===== src/rtl/phoenix_input_pkg.sv =====
// Shared constants for the phoenix input stage: PS/2 scancodes, joystick bit map,
// key-state indices and the coin FSM state type.
package phoenix_input_pkg;

    localparam logic [7:0] SC_UP    = 8'h75;
    localparam logic [7:0] SC_DOWN  = 8'h72;
    localparam logic [7:0] SC_LEFT  = 8'h6B;
    localparam logic [7:0] SC_RIGHT = 8'h74;
    localparam logic [7:0] SC_CTRL  = 8'h14;
    localparam logic [7:0] SC_SPACE = 8'h29;
    localparam logic [7:0] SC_F1    = 8'h05;
    localparam logic [7:0] SC_F2    = 8'h06;
    localparam logic [7:0] SC_KEY1  = 8'h16;
    localparam logic [7:0] SC_KEY2  = 8'h1E;
    localparam logic [7:0] SC_KEY5  = 8'h2E;
    localparam logic [7:0] SC_KEY6  = 8'h36;
    localparam logic [7:0] SC_R     = 8'h2D;
    localparam logic [7:0] SC_F     = 8'h2B;
    localparam logic [7:0] SC_D     = 8'h23;
    localparam logic [7:0] SC_G     = 8'h34;
    localparam logic [7:0] SC_A     = 8'h1C;
    localparam logic [7:0] SC_S     = 8'h1B;

    localparam int JOY_R       = 0;
    localparam int JOY_L       = 1;
    localparam int JOY_D       = 2;
    localparam int JOY_U       = 3;
    localparam int JOY_FIRE    = 4;
    localparam int JOY_BARRIER = 5;
    localparam int JOY_START1  = 6;
    localparam int JOY_START2  = 7;

    localparam int K_UP    = 0;
    localparam int K_DOWN  = 1;
    localparam int K_LEFT  = 2;
    localparam int K_RIGHT = 3;
    localparam int K_CTRL  = 4;
    localparam int K_SPACE = 5;
    localparam int K_F1    = 6;
    localparam int K_F2    = 7;
    localparam int K_KEY1  = 8;
    localparam int K_KEY2  = 9;
    localparam int K_KEY5  = 10;
    localparam int K_KEY6  = 11;
    localparam int K_R     = 12;
    localparam int K_F     = 13;
    localparam int K_D     = 14;
    localparam int K_G     = 15;
    localparam int K_A     = 16;
    localparam int K_S     = 17;
    localparam int NUM_KEYS = 18;

    typedef enum logic [1:0] {
        IDLE  = 2'd0,
        PULSE = 2'd1,
        HOLD  = 2'd2
    } coin_state_t;

    // One-hot key select; cursor keys and ctrl also answer to their extended codes.
    function automatic logic [NUM_KEYS-1:0] key_match(input logic ext, input logic [7:0] code);
        logic [NUM_KEYS-1:0] m;
        m          = '0;
        m[K_UP]    = (code == SC_UP);
        m[K_DOWN]  = (code == SC_DOWN);
        m[K_LEFT]  = (code == SC_LEFT);
        m[K_RIGHT] = (code == SC_RIGHT);
        m[K_CTRL]  = (code == SC_CTRL);
        m[K_SPACE] = !ext && (code == SC_SPACE);
        m[K_F1]    = !ext && (code == SC_F1);
        m[K_F2]    = !ext && (code == SC_F2);
        m[K_KEY1]  = !ext && (code == SC_KEY1);
        m[K_KEY2]  = !ext && (code == SC_KEY2);
        m[K_KEY5]  = !ext && (code == SC_KEY5);
        m[K_KEY6]  = !ext && (code == SC_KEY6);
        m[K_R]     = !ext && (code == SC_R);
        m[K_F]     = !ext && (code == SC_F);
        m[K_D]     = !ext && (code == SC_D);
        m[K_G]     = !ext && (code == SC_G);
        m[K_A]     = !ext && (code == SC_A);
        m[K_S]     = !ext && (code == SC_S);
        return m;
    endfunction

endpackage


===== src/rtl/phoenix_input_ctrl_coin.sv =====
// Coin pulse generator: debounces the coin source, then emits one fixed-width
// pulse per accepted press.
module coin_pulse_gen
    import phoenix_input_pkg::*;
#(
    parameter int COIN_PULSE_CYCLES = 1100000,
    parameter int DEBOUNCE_CYCLES   = 11000
) (
    input  logic clk,
    input  logic reset_n,
    input  logic src,
    output logic pulse
);

    localparam logic [15:0] DB_LAST    = 16'(DEBOUNCE_CYCLES - 1);
    localparam logic [23:0] PULSE_LAST = 24'(COIN_PULSE_CYCLES - 1);

    logic        db_reg, db_next;
    logic [15:0] db_cnt_reg, db_cnt_next;
    coin_state_t state_reg, state_next;
    logic [23:0] pulse_cnt_reg, pulse_cnt_next;
    logic        pulse_reg, pulse_next;

    // Counter runs only while src disagrees with the accepted level; any bounce clears it.
    always_comb begin
        db_next     = db_reg;
        db_cnt_next = '0;
        if (src != db_reg) begin
            if (db_cnt_reg == DB_LAST) begin
                db_next = src;
            end else begin
                db_cnt_next = db_cnt_reg + 16'd1;
            end
        end
    end

    // The pulse starts on the same edge the debounced level rises.
    always_comb begin
        state_next     = state_reg;
        pulse_cnt_next = pulse_cnt_reg;
        pulse_next     = 1'b0;
        case (state_reg)
            IDLE: begin
                if (db_next && !db_reg) begin
                    state_next     = PULSE;
                    pulse_cnt_next = PULSE_LAST;
                    pulse_next     = 1'b1;
                end
            end
            PULSE: begin
                if (pulse_cnt_reg == '0) begin
                    state_next = HOLD;
                end else begin
                    pulse_cnt_next = pulse_cnt_reg - 24'd1;
                    pulse_next     = 1'b1;
                end
            end
            HOLD: begin
                if (!db_reg) begin
                    state_next = IDLE;
                end
            end
            default: state_next = IDLE;
        endcase
    end

    always_ff @(posedge clk or negedge reset_n) begin
        if (!reset_n) begin
            db_reg        <= 1'b0;
            db_cnt_reg    <= '0;
            state_reg     <= IDLE;
            pulse_cnt_reg <= '0;
            pulse_reg     <= 1'b0;
        end else begin
            db_reg        <= db_next;
            db_cnt_reg    <= db_cnt_next;
            state_reg     <= state_next;
            pulse_cnt_reg <= pulse_cnt_next;
            pulse_reg     <= pulse_next;
        end
    end

    assign pulse = pulse_reg;

endmodule


===== src/rtl/phoenix_input_ctrl.sv =====
// Phoenix input stage: PS/2 key decode merged with both joysticks, orientation-aware
// direction mapping and a registered button/coin interface to the core.
module phoenix_input_ctrl
    import phoenix_input_pkg::*;
#(
    parameter int COIN_PULSE_CYCLES = 1100000,
    parameter int DEBOUNCE_CYCLES   = 11000
) (
    input  logic        clk,
    input  logic        reset_n,
    input  logic [10:0] ps2_key,
    input  logic [15:0] joystick_0,
    input  logic [15:0] joystick_1,
    input  logic        rotate,
    output logic        btn_coin,
    output logic [1:0]  btn_player_start,
    output logic        btn_left,
    output logic        btn_right,
    output logic        btn_barrier,
    output logic        btn_fire
);

    logic                toggle_reg;
    logic                ps2_event;
    logic [NUM_KEYS-1:0] key_hit;
    logic [NUM_KEYS-1:0] key_reg;
    logic [7:0]          joy;
    logic                unused_joy_bits;
    logic                left_next, right_next, fire_next, barrier_next;
    logic [1:0]          start_next;
    logic                coin_src_next, coin_src_reg;

    assign ps2_event       = (ps2_key[10] != toggle_reg);
    assign key_hit         = key_match(ps2_key[8], ps2_key[7:0]);
    assign joy             = joystick_0[7:0] | joystick_1[7:0];
    assign unused_joy_bits = ^{joystick_0[15:8], joystick_1[15:8]};

    always_ff @(posedge clk or negedge reset_n) begin
        if (!reset_n) begin
            toggle_reg <= 1'b0;
        end else begin
            toggle_reg <= ps2_key[10];
        end
    end

    generate
        for (genvar gi = 0; gi < NUM_KEYS; gi++) begin : g_key
            always_ff @(posedge clk or negedge reset_n) begin
                if (!reset_n) begin
                    key_reg[gi] <= 1'b0;
                end else if (ps2_event && key_hit[gi]) begin
                    key_reg[gi] <= ps2_key[9];
                end
            end
        end
    endgenerate

    // Rotated cabinets steer with up/down instead of left/right.
    assign left_next  = rotate ? (key_reg[K_DOWN] | key_reg[K_F] | joy[JOY_D])
                               : (key_reg[K_LEFT] | key_reg[K_D] | joy[JOY_L]);
    assign right_next = rotate ? (key_reg[K_UP] | key_reg[K_R] | joy[JOY_U])
                               : (key_reg[K_RIGHT] | key_reg[K_G] | joy[JOY_R]);
    assign fire_next     = key_reg[K_SPACE] | key_reg[K_A] | joy[JOY_FIRE];
    assign barrier_next  = key_reg[K_CTRL] | key_reg[K_S] | joy[JOY_BARRIER];
    assign start_next[0] = key_reg[K_F1] | key_reg[K_KEY1] | joy[JOY_START1];
    assign start_next[1] = key_reg[K_F2] | key_reg[K_KEY2] | joy[JOY_START2];
    assign coin_src_next = (|start_next) | key_reg[K_KEY5] | key_reg[K_KEY6];

    always_ff @(posedge clk or negedge reset_n) begin
        if (!reset_n) begin
            btn_player_start <= '0;
            btn_left         <= 1'b0;
            btn_right        <= 1'b0;
            btn_barrier      <= 1'b0;
            btn_fire         <= 1'b0;
            coin_src_reg     <= 1'b0;
        end else begin
            btn_player_start <= start_next;
            btn_left         <= left_next;
            btn_right        <= right_next;
            btn_barrier      <= barrier_next;
            btn_fire         <= fire_next;
            coin_src_reg     <= coin_src_next;
        end
    end

    coin_pulse_gen #(
        .COIN_PULSE_CYCLES(COIN_PULSE_CYCLES),
        .DEBOUNCE_CYCLES  (DEBOUNCE_CYCLES)
    ) u_coin (
        .clk    (clk),
        .reset_n(reset_n),
        .src    (coin_src_reg),
        .pulse  (btn_coin)
    );

endmodule


===== config.mk =====
export PLATFORM = sky130hd
export DESIGN_NAME = phoenix_input_ctrl
export DESIGN_NICKNAME = d
export VERILOG_FILES = /design/src/rtl/phoenix_input_pkg.sv /design/src/rtl/phoenix_input_ctrl_coin.sv /design/src/rtl/phoenix_input_ctrl.sv
export SDC_FILE = /design/constraint.sdc
export NUM_CORES = 1
export LEC_CHECK = 0
export BUFFER_PORTS_ARGS = -buffer_cell sky130_fd_sc_hd__buf_2
export CORE_MARGIN = 1
export CORE_UTILIZATION = 60
export CTS_CLUSTER_DIAMETER = 100
export DETAILED_ROUTE_END_ITERATION = 8
export PLACE_DENSITY = 0.8
export SYNTH_ARGS = -nofsm -noshare
export SYNTH_HDL_FRONTEND = slang
export SYNTH_HIERARCHICAL = 1
export SYNTH_SLANG_ARGS = --single-unit

===== constraint.sdc =====
create_clock -name clk -period 5.5 [get_ports clk]
set_input_delay 1.1 -clock clk [delete_from_list [all_inputs] [get_ports clk]]
set_output_delay 1.1 -clock clk [all_outputs]
set_load 0.05 [all_outputs]

# After elaboration in Yosys (flattened, before gate mapping)
# Index checks and enable logic that the tools add are counted.
[word_totals]
ff_bits = 70
input_bits = 46
out_inout_bits = 7
elab_cells = 134
[classes]
addsub = 2
n_eq_ne = 27
muxes = 16
bitwise_logic = 19
reduce_logical = 40
[ops]
columns = ["cell", "n"]
rows = [
  ["8-bit by 6-bit equality test with 1-bit output (second input constant)", 7],
  ["24-bit 2-to-1 mux", 2],
  ["24-bit one-hot mux with 2 select lines", 1],
  ["8-bit by 5-bit equality test with 1-bit output (second input constant)", 5],
  ["8-bit by 7-bit equality test with 1-bit output (second input constant)", 4],
  ["1-bit logical AND", 32],
  ["16-bit 2-to-1 mux", 2],
  ["24-bit logical NOT", 1],
  ["24-bit by 1-bit subtractor with 24-bit output (second input constant)", 1],
  ["1-bit bitwise OR", 18],
  ["16-bit by 1-bit adder with 16-bit output (second input constant)", 1],
  ["16-bit by 14-bit equality test with 1-bit output (second input constant)", 1],
  ["8-bit by 3-bit equality test with 1-bit output (second input constant)", 2],
  ["8-bit bitwise OR", 1],
  ["1-bit 2-to-1 mux", 6],
  ["2-bit 2-to-1 mux", 3],
  ["2-bit one-hot mux with 3 select lines", 1],
  ["3-bit AND reduction", 2],
  ["2-bit by 1-bit != test with 1-bit output (second input constant)", 2],
  ["2-bit != test (second input constant)", 2],
  ["2-bit by 1-bit equality test with 1-bit output (second input constant)", 1],
  ["2-bit equality test (second input constant)", 1],
  ["1-bit logical NOT", 2],
  ["2-bit logical NOT", 1],
  ["4 further kinds", 5],
]

# Longest topological paths before layout
# Gate-level depths: netlist of the first run.
[logic_depth]
ltp_word = 6
ltp_mapped = 9
mapped_depth_nobuf = 7

# Cells and area by module
# The synthesis of the first run kept the hierarchy.
[by_module_without_submodules]
columns = ["module", "instances", "cells_per_inst", "area_per_inst_um2", "seq_area_each_um2"]
rows = [
  ["coin_pulse_gen", 1, 232, 2252.2, 1101.1],
  ["phoenix_input_ctrl", 1, 97, 1262.5, 650.6],
]

# Least setup slack after synthesis of the first run
# No wires, ideal clock.
[synth_timing]
kind = "input to register"
start = "input ps2_key[6]"
end = "register key_reg[11]"
arrival_time_ns = 2.239
required_ns = 5.372
path_slack_ns = 3.134
stages = 3
path_buffers = 0
path_cell_list = "or4b_4 > nor4b_2 > mux2_1"
[synth_via]
elab_chain_len = 3
[synth_rtl]
columns = ["item", "line", "rtl"]
rows = [
  ["start: declaration", "phoenix_input_ctrl.sv:11", "input logic [10:0] ps2_key,"],
  ["8-bit by 6-bit equality test with 1-bit output", "phoenix_input_pkg.sv:74", "m[K_KEY6] = !ext && (code == SC_KEY6);"],
  ["1-bit logical AND", "phoenix_input_pkg.sv:74", ""],
  ["1-bit logical AND", "phoenix_input_ctrl.sv:51", "end else if (ps2_event && key_hit[gi]) begin"],
  ["end signal: indexed assignment", "phoenix_input_ctrl.sv:52", "key_reg[gi] <= ps2_key[9];"],
  ["end: declaration", "phoenix_input_ctrl.sv:26", "logic [NUM_KEYS-1:0] key_reg;"],
]
# Every way passes these cells.
# A chain may end at the register's enable or synchronous reset.

# Final worst setup path of the first run
[layout_timing]
start = "register u_coin.pulse_cnt_reg[0]"
end = "register u_coin.pulse_cnt_reg[20]"
[layout_via]
elab_chain_len = 3
[layout_rtl]
columns = ["item", "line", "rtl"]
rows = [
  ["start: declaration", "phoenix_input_ctrl_coin.sv:21", "logic [23:0] pulse_cnt_reg, pulse_cnt_next;"],
  ["start signal: assignment", "phoenix_input_ctrl_coin.sv:78", "pulse_cnt_reg <= pulse_cnt_next;"],
  ["24-bit by 1-bit subtractor with 24-bit output or 24-bit logical NOT (tied branches)", "phoenix_input_ctrl_coin.sv:54, phoenix_input_ctrl_coin.sv:51", ""],
  ["24-bit 2-to-1 mux or 2-bit != test (tied branches)", "n/a", ""],
  ["24-bit one-hot mux with 2 select lines or 3-bit AND reduction (tied branches)", "n/a", ""],
]
# Several ways; a longest one is shown, not always the timed one. The select of a mux whose other input is x is not followed.

==> results of run 1 <==
-- worst max-delay path, delay by kind of cell (launching register included) --
kind | cells | cell delay (ps)
buffers and inverters | 1 | 100
DFF | 1 | 430
and+or+nand+nor | 5 | 1640
adders and majority gates | 1 | 190
-- Yosys cell counts (all sizes together) (4+ instances only) --
cell type / count / area share
o31ai: 5 / 0.011
clkbuf: 5 / 0.0053
nor2: 33 / 0.035
a21oi: 7 / 0.010
and4: 4 / 0.010
or4: 9 / 0.019
o21ai: 8 / 0.011
mux2: 19 / 0.061
xnor2: 10 / 0.027
o211ai: 4 / 0.0085
xor2: 11 / 0.027
dfrtp: 70 / 0.50
and3: 4 / 0.0071
nand3: 15 / 0.023
and3b: 6 / 0.016
nor4b: 7 / 0.021
nand4: 22 / 0.039
nand2: 24 / 0.026
nor4: 10 / 0.026
mux2i: 5 / 0.014
nor3: 11 / 0.016
-- cell type report --
class                   count  share of cell area
flip-flops and latches     70               0.445
repair buffers             37              0.0477
inverters                   2             0.00191
multi-input cells         249               0.438
clock buffers              13              0.0430
well taps                  72              0.0229
clock inverters             1             0.00127
-- cell usage in the layout (no fill, tap or decap), types with 4 or more instances in the layout --
master,Yosys,final
dfrtp_1,70,70
buf_2,3,36
nor2_1,33,33
nand2_1,24,24
nand4_1,22,22
mux2_2,15,15
nand3_1,14,14
clkbuf_8,0,12
nor3_1,11,11
xor2_1,11,11
or4_1,9,9
xnor2_1,9,9
o21ai_0,8,8
nor4_1,7,7
a21oi_1,7,7
nor4b_1,5,5
o31ai_1,5,5
mux2i_1,5,5
mux2_1,4,4
and3b_1,4,4
and3_1,4,4
and4_1,4,4
o211ai_1,4,4
-- cells by family after synthesis --
logic type,share of synthesized area
compound gates,0.0577
xor+xnor,0.0545
fa+ha+maj,0.0107
buf+inv,0.0117
flops,0.498
mux,0.0751
simple gates,0.292
-- stage by stage --
step	instances	hold slack, ps
after floorplan	329	431
after global placement	430	447
after detailed placement	430	455
after CTS	444	473
after global routing	444	491
final	444	475
-- routing by layer --
metal	GRT usage	up-vias
li1	-	1320
met1	0.364	1410
met2	0.404	83
met3	0.0756	4
met4	0.0556	0
met5	0	-
-- power groups by stage --
stage          clock, mW  sequential (mW)  combinational, mW
6_report           0.370            0.575              0.112
5_1_grt            0.401            0.579              0.126
4_1_cts            0.381            0.574              0.113
3_5_place_dp           0            0.584              0.112
3_3_place_gp           0            0.581              0.108
2_1_floorplan          0            0.586             0.0628
-- worst paths after layout --
check / from / end / slack, ps / cells past startpoint
max in group asynchronous: reset_n / u_coin/db_cnt_reg[4]$_DFF_PN0_ / 3990 / 2
min reg2reg: key_reg[11]$_DFFE_PN0P_ / coin_src_reg$_DFF_PN0_ / 480 / 1
min: key_reg[11]$_DFFE_PN0P_ / coin_src_reg$_DFF_PN0_ / 480 / 1
max: u_coin/pulse_cnt_reg[0]$_DFFE_PN0P_ / u_coin/pulse_cnt_reg[20]$_DFFE_PN0P_ / 3060 / 7
min in group asynchronous: reset_n / u_coin/pulse_cnt_reg[14]$_DFFE_PN0P_ / 950 / 2
max reg2reg: u_coin/pulse_cnt_reg[0]$_DFFE_PN0P_ / u_coin/pulse_cnt_reg[20]$_DFFE_PN0P_ / 3060 / 7
==> results_dict.tcl, run 1 <==
set metrics [dict create \
    num_rows 27 \
    timing.critical_path.arrival_ps 2700 \
    final_nets 418 \
    antenna_found_initial 0 \
    tmin_final_ps 2440 \
    ys_ff_latch 70 \
    fp.coreArea_um2 5570 \
    post_drt_via_cell_ratio 6.34 \
    synth.cell_area_um2 3510 \
    post-dp-hpwl_um 5110 \
    setup_tns_ps 0 \
    hold_path.class "flop to flop" \
    final.setup_skew_ps 5.26 \
    leakagePower_nw 1.83 \
    crit_path_cell_trace "inv_1, ha_1, or3b_2, nor2_1, nand4_1, or4_1, nand3_1" \
    cts_root_buffer "clkbuf_8" \
    numClockSinks 70 \
    ctsLongestPathBuffers 2 \
    grt_util_all_layers 0.261 \
    synth-seq-area-share 0.498 \
    antenna_cells 0 \
    htree_levels 3 \
    met3_length_um 331 \
    synth_top_flop_cell "dfrtp_1" \
    maxClockFrequency_mhz 411 \
    unrepaired_setup_endpoints_after_global_routing "false" \
    maxSlewViolCount 0 \
    crit_fanout 6 \
    total_wirelength_of_the_detailed_routed_design_um 7280 \
    cts_tree "done" \
    drt_iter0_drc 202 \
    routedLengthMet1_um 3480 \
    smallest_setup_slack_after_layout_ps 3060 \
    postLayoutCoreUtil 0.705 \
    iteration_count_of_the_initial_detailed_routing_pass 5 \
    post_synth_num_cell_types 48 \
    number_of_flip_flops_in_the_largest_register 24 \
    cell_pwr_density_nw_per_um2 269 \
    outcome "complete, no violations" \
    fillerInstances 417 \
    worstSetupEndpointType "flop" \
    comb_power_share 0.106 \
    synthesis.nets 378 \
    preCtsSetupSlack_ps 2910 \
    multiInputGateArea_um2 1720 \
    die-area_um2 6170 \
    power.switching_fraction 0.257 \
    die_x_um 78.5 \
    worst_ir_drop_vdd_mv 0.189 \
    remaining_drc_errors 0 \
    cts_setup_buffers 0 \
    synth_area_per_cell_um2 10.7 \
    worst_ep_required_time_ps 5760 \
    maxCapViolations 0 \
    route.detailed.wl_per_inst_um 16.4 \
    route.top_layer_used "met4" \
    placedInstanceArea_um2 3760 \
    layout-area-overhead-vs-synth_pct 11.9 \
    num_vias 2817 \
    grt_first_pass_wirelength_um 12400 \
    worstMarginPinSlew_ps 851 \
    clock_pin_slew_reported_for_the_worst_setup_and_hold_paths_after_clock_tree_synthesis_ps 70 \
    synth_enable_flop_cells 0 \
    grt_pass1_vias 2663 \
    setup_viol_count_final 0 \
    layout-drive-gt1-share 0.218 \
    wl_met2_um 3420 \
    net-switching-power_mw 0.271 \
    crit_type "flop to flop" \
    finalInstanceArea_um2 3930 \
    fin_crit_sh 0.443 \
    cts_resized 0 \
    sequentialPowerShare 0.544 \
    power_frac_clock 0.350 \
    post_synth_inst_count 329 \
    max_slew_margin 0.433 \
    cts_buffers 9 \
    timing.final.hold_violations 0 \
    ys_async_sr_fraction 1.00 \
    gpl.final_weighted_congestion 0.924 \
    clk-insertion-delay-late_ps 330 \
    critical_path.max_stage_delay_ps 480 \
    p_total_mw 1.06 \
    crit_path_top_delay_cell "or3b_2" \
    die_h_um 78.5 \
    numPortBuffers 36 \
    ant_nets 0 \
    grt-ovfl-total 0 \
    synth_warnings 6 \
    floorplan.initialDensity 0.631 \
    worstSetupStartpointType "flop" \
    ctsHoldBuffers 0 \
    ioPinCount 53 \
    seq_area_um2 1750 \
    p_int_mw 0.786 \
    grt_max_degree 71 \
]
Note: power is estimated with default switching activity, not from simulation.
==> run 2: changes to the inputs <==
- CORE_UTILIZATION: 60 -> 57
- PLACE_DENSITY: 0.8 -> 0.77
- clock period: 5.5 -> 2.4 ns (I/O delays scaled with it)
==> results_dict.tcl, run 2 (synthesized netlist as in run 1, its figures left out) <==
set metrics [dict create \
    r2r_endpoint "u_coin/pulse_cnt_reg[21]$_DFFE_PN0P_" \
    leakagePower_nw 1.87 \
    htree_levels 3 \
    num_vias 2744 \
    iteration_count_of_the_initial_detailed_routing_pass 4 \
    crit_type "flop to flop" \
    postLayoutCoreUtil 0.677 \
    cts_root_buffer "clkbuf_8" \
    maxClockFrequency_mhz 442 \
    cts_tree "done" \
    busiest_layer_in_global_routing "met2" \
    worst_ep_required_time_ps 2670 \
    smallest_setup_slack_after_layout_ps 138 \
    worstSetupStartpointType "flop" \
    r2r_slack_ps 140 \
    grt_use_met2 0.398 \
    critical_path.startpoint "u_coin/pulse_cnt_reg[0]$_DFFE_PN0P_" \
    grt_pass1_vias 2610 \
    remaining_drc_errors 0 \
    total_wirelength_of_the_detailed_routed_design_um 7210 \
    number_of_flip_flops_in_the_largest_register 24 \
    die-area_um2 6480 \
    post_drt_via_cell_ratio 6.04 \
    fillerInstances 442 \
    leading_cell_type_in_the_layout_fill_and_taps_excluded "dfrtp_1" \
    seq_area_um2 1750 \
    fp.coreArea_um2 5920 \
    maxCapViolations 0 \
    rr_startpoint "u_coin/pulse_cnt_reg[0]$_DFFE_PN0P_" \
    cts_buffers 9 \
    grt_util_met1 0.332 \
    tmin_final_ps 2260 \
    numClockSinks 70 \
    setup_tns_ps 0 \
    rr_worst_depth 7 \
    grt_first_pass_wirelength_um 12200 \
    antenna_cells 0 \
    preCtsSetupSlack_ps 149 \
    die_h_um 80.5 \
    num_rows 28 \
    cts_setup_buffers 0 \
    drt_iter0_drc 129 \
    final_cell_mix "70 x dfrtp_1, 36 x buf_2, 32 x nor2_1" \
    gpl.final_weighted_congestion 0.925 \
    cell_pwr_density_nw_per_um2 606 \
    ctsLongestPathBuffers 2 \
    max_slew_margin 0.625 \
    floorplan.initialDensity 0.594 \
    hold_path.class "input port to asynchronous set/reset pin" \
    grt_max_degree 51 \
    layout-drive-gt1-share 0.237 \
    ant_nets 0 \
    numPortBuffers 36 \
    grt_util_all_layers 0.247 \
    timing.critical_path.arrival_ps 2530 \
    worstMarginPinSlew_ps 557 \
    final.setup_skew_ps 4.90 \
    timing.final.hold_violations 0 \
    crit_fanout 8 \
    worstSetupEndpointType "flop" \
    layout-area-overhead-vs-synth_pct 14.1 \
    antenna_found_initial 0 \
    clk-insertion-delay-late_ps 330 \
    grt-ovfl-total 0 \
    clock_pin_slew_reported_for_the_worst_setup_and_hold_paths_after_clock_tree_synthesis_ps 70 \
    final_nets 425 \
    multiInputGateArea_um2 1730 \
    ioPinCount 53 \
    worst_ir_drop_vdd_mv 0.420 \
    setup_viol_count_final 0 \
    maxSlewViolCount 0 \
    post-dp-hpwl_um 5150 \
    unrepaired_setup_endpoints_after_global_routing "false" \
    die_x_um 80.5 \
    route.detailed.wl_per_inst_um 15.9 \
    outcome "complete, no violations" \
    gr-usage-met3 0.0420 \
    fin_crit_sh 0.942 \
]
-- run 2: cell types whose count changed in the layout (fill, tap and decap cells not counted) --
cell | before | now
nor4b_2 | 2 | 3
buf_4 | 1 | 7
buf_12 | 0 | 1
nor2_2 | 0 | 1
nor4b_1 | 5 | 4
nor2_1 | 33 | 32
-- run 2: worst max-delay path, cell delays in order, from the launching register on --
cell,delay [ps]
dfrtp_1,430
inv_1,110
ha_1,200
nor4b_2,170
and4_1,260
or3_1,500
or4_1,450
nand2_1,80
-- run 2: final cells by class --
| type | instances | area share |
|---|---|---|
| clock buffers | 13 | 0.0421 |
| multi-input cells | 249 | 0.432 |
| well taps | 75 | 0.0234 |
| repair buffers | 44 | 0.0630 |
| flip-flops and latches | 70 | 0.437 |
| inverters | 2 | 0.00187 |
| clock inverters | 1 | 0.00125 |
-- run 2: through the flow --
step           hold WS [ps]  total power [mW]  cell area [um2]  cells
2_1_floorplan           184              1.49             3510    329
3_3_place_gp            448              1.58             3830    440
3_5_place_dp            452              1.60             3830    440
4_1_cts                 116              2.45             4000    454
5_1_grt                 142              2.55             4010    454
6_report                110              2.43             4010    454
-- run 2: report_power, final --
part | total [mW] | leakage [nW] | internal (mW) | switching (mW)
clock network | 0.851 | 0.0914 | 0.448 | 0.404
logic | 0.262 | 0.843 | 0.112 | 0.150
registers | 1.32 | 0.938 | 1.24 | 0.0719
-- run 2: timing repair --
action / CTS / global route
endpoints found under the setup margin: 0 / 5
hold buffers: 0 / 0
resized for setup: 0 / 2
-- run 2: layer usage --
metal / share of wire / up-vias / wire, um
met5: 0 / - / 0
met4: 0.019 / 0 / 139
met3: 0.032 / 14 / 230
met2: 0.48 / 63 / 3480
met1: 0.47 / 1338 / 3360
li1: - / 1329 / -
-- run 2: worst max path at each step --
stage / end / slack (ps) / depth (start not counted)
final: u_coin/pulse_cnt_reg[21]$_DFFE_PN0P_ / 140 / 7
after detailed placement: u_coin/pulse_cnt_reg[22]$_DFFE_PN0P_ / 150 / 7
after global routing: u_coin/pulse_cnt_reg[22]$_DFFE_PN0P_ / 10 / 7
after global placement: u_coin/pulse_cnt_reg[22]$_DFFE_PN0P_ / 210 / 7
after CTS: u_coin/pulse_cnt_reg[22]$_DFFE_PN0P_ / 110 / 7
after floorplan: u_coin/pulse_cnt_reg[22]$_DFFE_PN0P_ / 300 / 7
==> run 3: changes to the inputs <==
- CORE_UTILIZATION: 57 -> 30
- PLACE_DENSITY: 0.77 -> 0.44
- SYNTH_HIERARCHICAL: 1 -> default
==> results_dict.tcl, run 3 <==
set metrics [dict create \
    place.detailed.instances 524 \
    final.setup_skew_ps 4.37 \
    numClockSinks 70 \
    num_rows 39 \
    worstSetupStartpointType "flop" \
    tmin_final_ps 2280 \
    num_vias 2610 \
    die_x_um 110 \
    route.detailed.wl_per_inst_um 14.4 \
    number_of_flip_flops_in_the_largest_register 24 \
    hold_path.class "input port to asynchronous set/reset pin" \
    cts_root_buffer "clkbuf_16" \
    ctsLongestPathBuffers 2 \
    post_synth_num_cell_types 52 \
    final_nets 440 \
    rr_worst_depth 5 \
    r2r_endpoint "u_coin.pulse_cnt_reg[18]$_DFFE_PN0P_" \
    remaining_drc_errors 0 \
    crit_type "flop to flop" \
    leading_cell_type_in_the_layout_fill_and_taps_excluded "dfrtp_1" \
    numPortBuffers 36 \
    worstSetupEndpointType "flop" \
    wl_met2_um 3480 \
    iteration_count_of_the_initial_detailed_routing_pass 6 \
    unrepaired_setup_endpoints_after_global_routing "false" \
    synth-compound-area-share 0.0410 \
    synth_enable_flop_cells 0 \
    fp.coreArea_um2 11400 \
    grt_max_degree 48 \
    cts_tree "done" \
    synth_top_area_share 0.500 \
    leakagePower_nw 2.01 \
    antenna_cells 0 \
    synth_top_cell_by_area "dfrtp_1" \
    route.top_layer_used "met4" \
    synth.cell_area_um2 3510 \
    fillerInstances 1158 \
    layout-drive-gt1-share 0.285 \
    synth.top_cells.by_area "dfrtp_1 50%, mux2_2 6.1%, xnor2_1 5.7%" \
    ioPinCount 53 \
    timing.final.hold_violations 0 \
    post_drt_via_cell_ratio 4.83 \
    setup_viol_count_final 0 \
    antenna_found_initial 0 \
    placedInstanceArea_um2 4020 \
    die-area_um2 12100 \
    clock_pin_slew_reported_for_the_worst_setup_and_hold_paths_after_clock_tree_synthesis_ps 60 \
    crit_end "u_coin.pulse_cnt_reg[18]$_DFFE_PN0P_" \
    grt_pass1_vias 2667 \
    synth_most_common_cell "dfrtp_1" \
    clk-insertion-delay-late_ps 340 \
    outcome "complete, no violations" \
    drt_iter0_drc 96 \
    finalInstanceArea_um2 4370 \
    met3_length_um 323 \
    rr_startpoint "u_coin.pulse_cnt_reg[7]$_DFFE_PN0P_" \
    layout-area-overhead-vs-synth_pct 24.8 \
    ant_nets 0 \
    adder_cell_area_share_of_the_yosys_netlist 0.00714 \
    fin_crit_sh 0.952 \
    grt-ovfl-total 0 \
    synth_common_cells "70 x dfrtp_1, 45 x nor2_1, 23 x xnor2_1" \
    synth_top_flop_cell "dfrtp_1" \
    synth-xor-area-share 0.0824 \
    ys_ff_latch 70 \
    final_cell_mix "70 x dfrtp_1, 45 x nor2_1, 35 x buf_2" \
    max_slew_margin 0.670 \
    grt_util_all_layers 0.147 \
    routedLengthMet1_um 3810 \
    cts_buffers 9 \
    r2r_slack_ps 120 \
    gpl.final_weighted_congestion 0.741 \
    die_h_um 110 \
    synthesis.nets 377 \
    crit_fanout 11 \
    worst_ir_drop_vdd_mv 0.452 \
    synth_warnings 0 \
    maxClockFrequency_mhz 438 \
    synth-seq-area-share 0.500 \
    seq_area_um2 1750 \
    setup_tns_ps 0 \
    floorplan.initialDensity 0.307 \
    critical_path.startpoint "u_coin.pulse_cnt_reg[7]$_DFFE_PN0P_" \
    total_wirelength_of_the_detailed_routed_design_um 7750 \
    maxSlewViolCount 0 \
    preCtsSetupSlack_ps 65.2 \
    finish.cell_count_without_fillers 540 \
    post_synth_inst_count 329 \
    multiInputGateArea_um2 1710 \
    grt_first_pass_wirelength_um 13200 \
    timing.critical_path.arrival_ps 2500 \
    p_total_mw 3.08 \
    synth_top_family_by_area "simple AND/OR/NAND/NOR gates" \
    worstMarginPinSlew_ps 482 \
    muxShareOfSynthArea 0.0639 \
    ys_async_sr_fraction 1.00 \
    ctsHoldBuffers 0 \
    htree_levels 3 \
    synth_area_per_cell_um2 10.7 \
    worst_ep_required_time_ps 2620 \
    synth_simple_gate_area_share 0.291 \
    maxCapViolations 0 \
    cell_pwr_density_nw_per_um2 704 \
    smallest_setup_slack_after_layout_ps 116 \
    post-dp-hpwl_um 5480 \
]
## run 3: changes by cell type after synthesis, moves of 5 or more
cell	before	now
xnor2_1	9	23
nand4_1	22	9
nor2_1	33	45
a21oi_1	7	2
## run 3: through the flow
step,hold WS (ps),util
floorplan,184,-
global placement,413,0.352
finish,49.4,0.383
global route,60.8,0.383
detailed placement,416,0.352
CTS,49.2,0.382
## run 3: area by class of cell
| cell class | instances | area share |
|---|---|---|
| repair buffers | 60 | 0.0858 |
| flip-flops and latches | 70 | 0.400 |
| inverters | 4 | 0.00343 |
| multi-input cells | 247 | 0.392 |
| clock buffers | 10 | 0.0523 |
| clock inverters | 6 | 0.0252 |
| well taps | 143 | 0.0409 |
## run 3: critical path, stage by stage, from the launching register on
cell,delay [ps]
dfrtp_1,410
or4_4,550
or4_4,630
nor4_4,310
mux2i_1,210
nor2_1,60
## run 3: kinds of logic after synthesis
| group | after synthesis |
|---|---|
| simple gates | 172 |
| flops | 70 |
| xor+xnor | 33 |
| compound gates | 20 |
| mux | 20 |
| buf+inv | 12 |
| fa+ha+maj | 2 |
## run 3: per-layer routing
| layer | up-vias | track usage |
|---|---|---|
| met5 | - | 0 |
| met4 | 0 | 0.0620 |
| met3 | 9 | 0.0470 |
| met2 | 38 | 0.225 |
| met1 | 1253 | 0.189 |
| li1 | 1310 | - |
## run 3: worst min-delay path by stage
stage,startpoint,to,cells after the start
after floorplan,reset_n,btn_barrier$_DFF_PN0_,0
after global placement,reset_n,u_coin.db_cnt_reg[0]$_DFF_PN0_,1
after detailed placement,reset_n,u_coin.db_cnt_reg[1]$_DFF_PN0_,1
after CTS,reset_n,u_coin.db_cnt_reg[1]$_DFF_PN0_,1
after global routing,reset_n,u_coin.db_cnt_reg[0]$_DFF_PN0_,1
final,reset_n,u_coin.db_cnt_reg[5]$_DFF_PN0_,1
## run 3: timing repair
action	4_1_cts	5_1_grt
resized for setup	0	2
setup endpoints to repair	0	3
buffers inserted	0	0
## run 3: power breakdown
part           total (mW)  internal [mW]  switching (mW)  leakage [nW]
clock network        1.53           1.01           0.515         0.159
logic               0.238          0.101           0.137         0.916
registers            1.31           1.25          0.0678         0.938
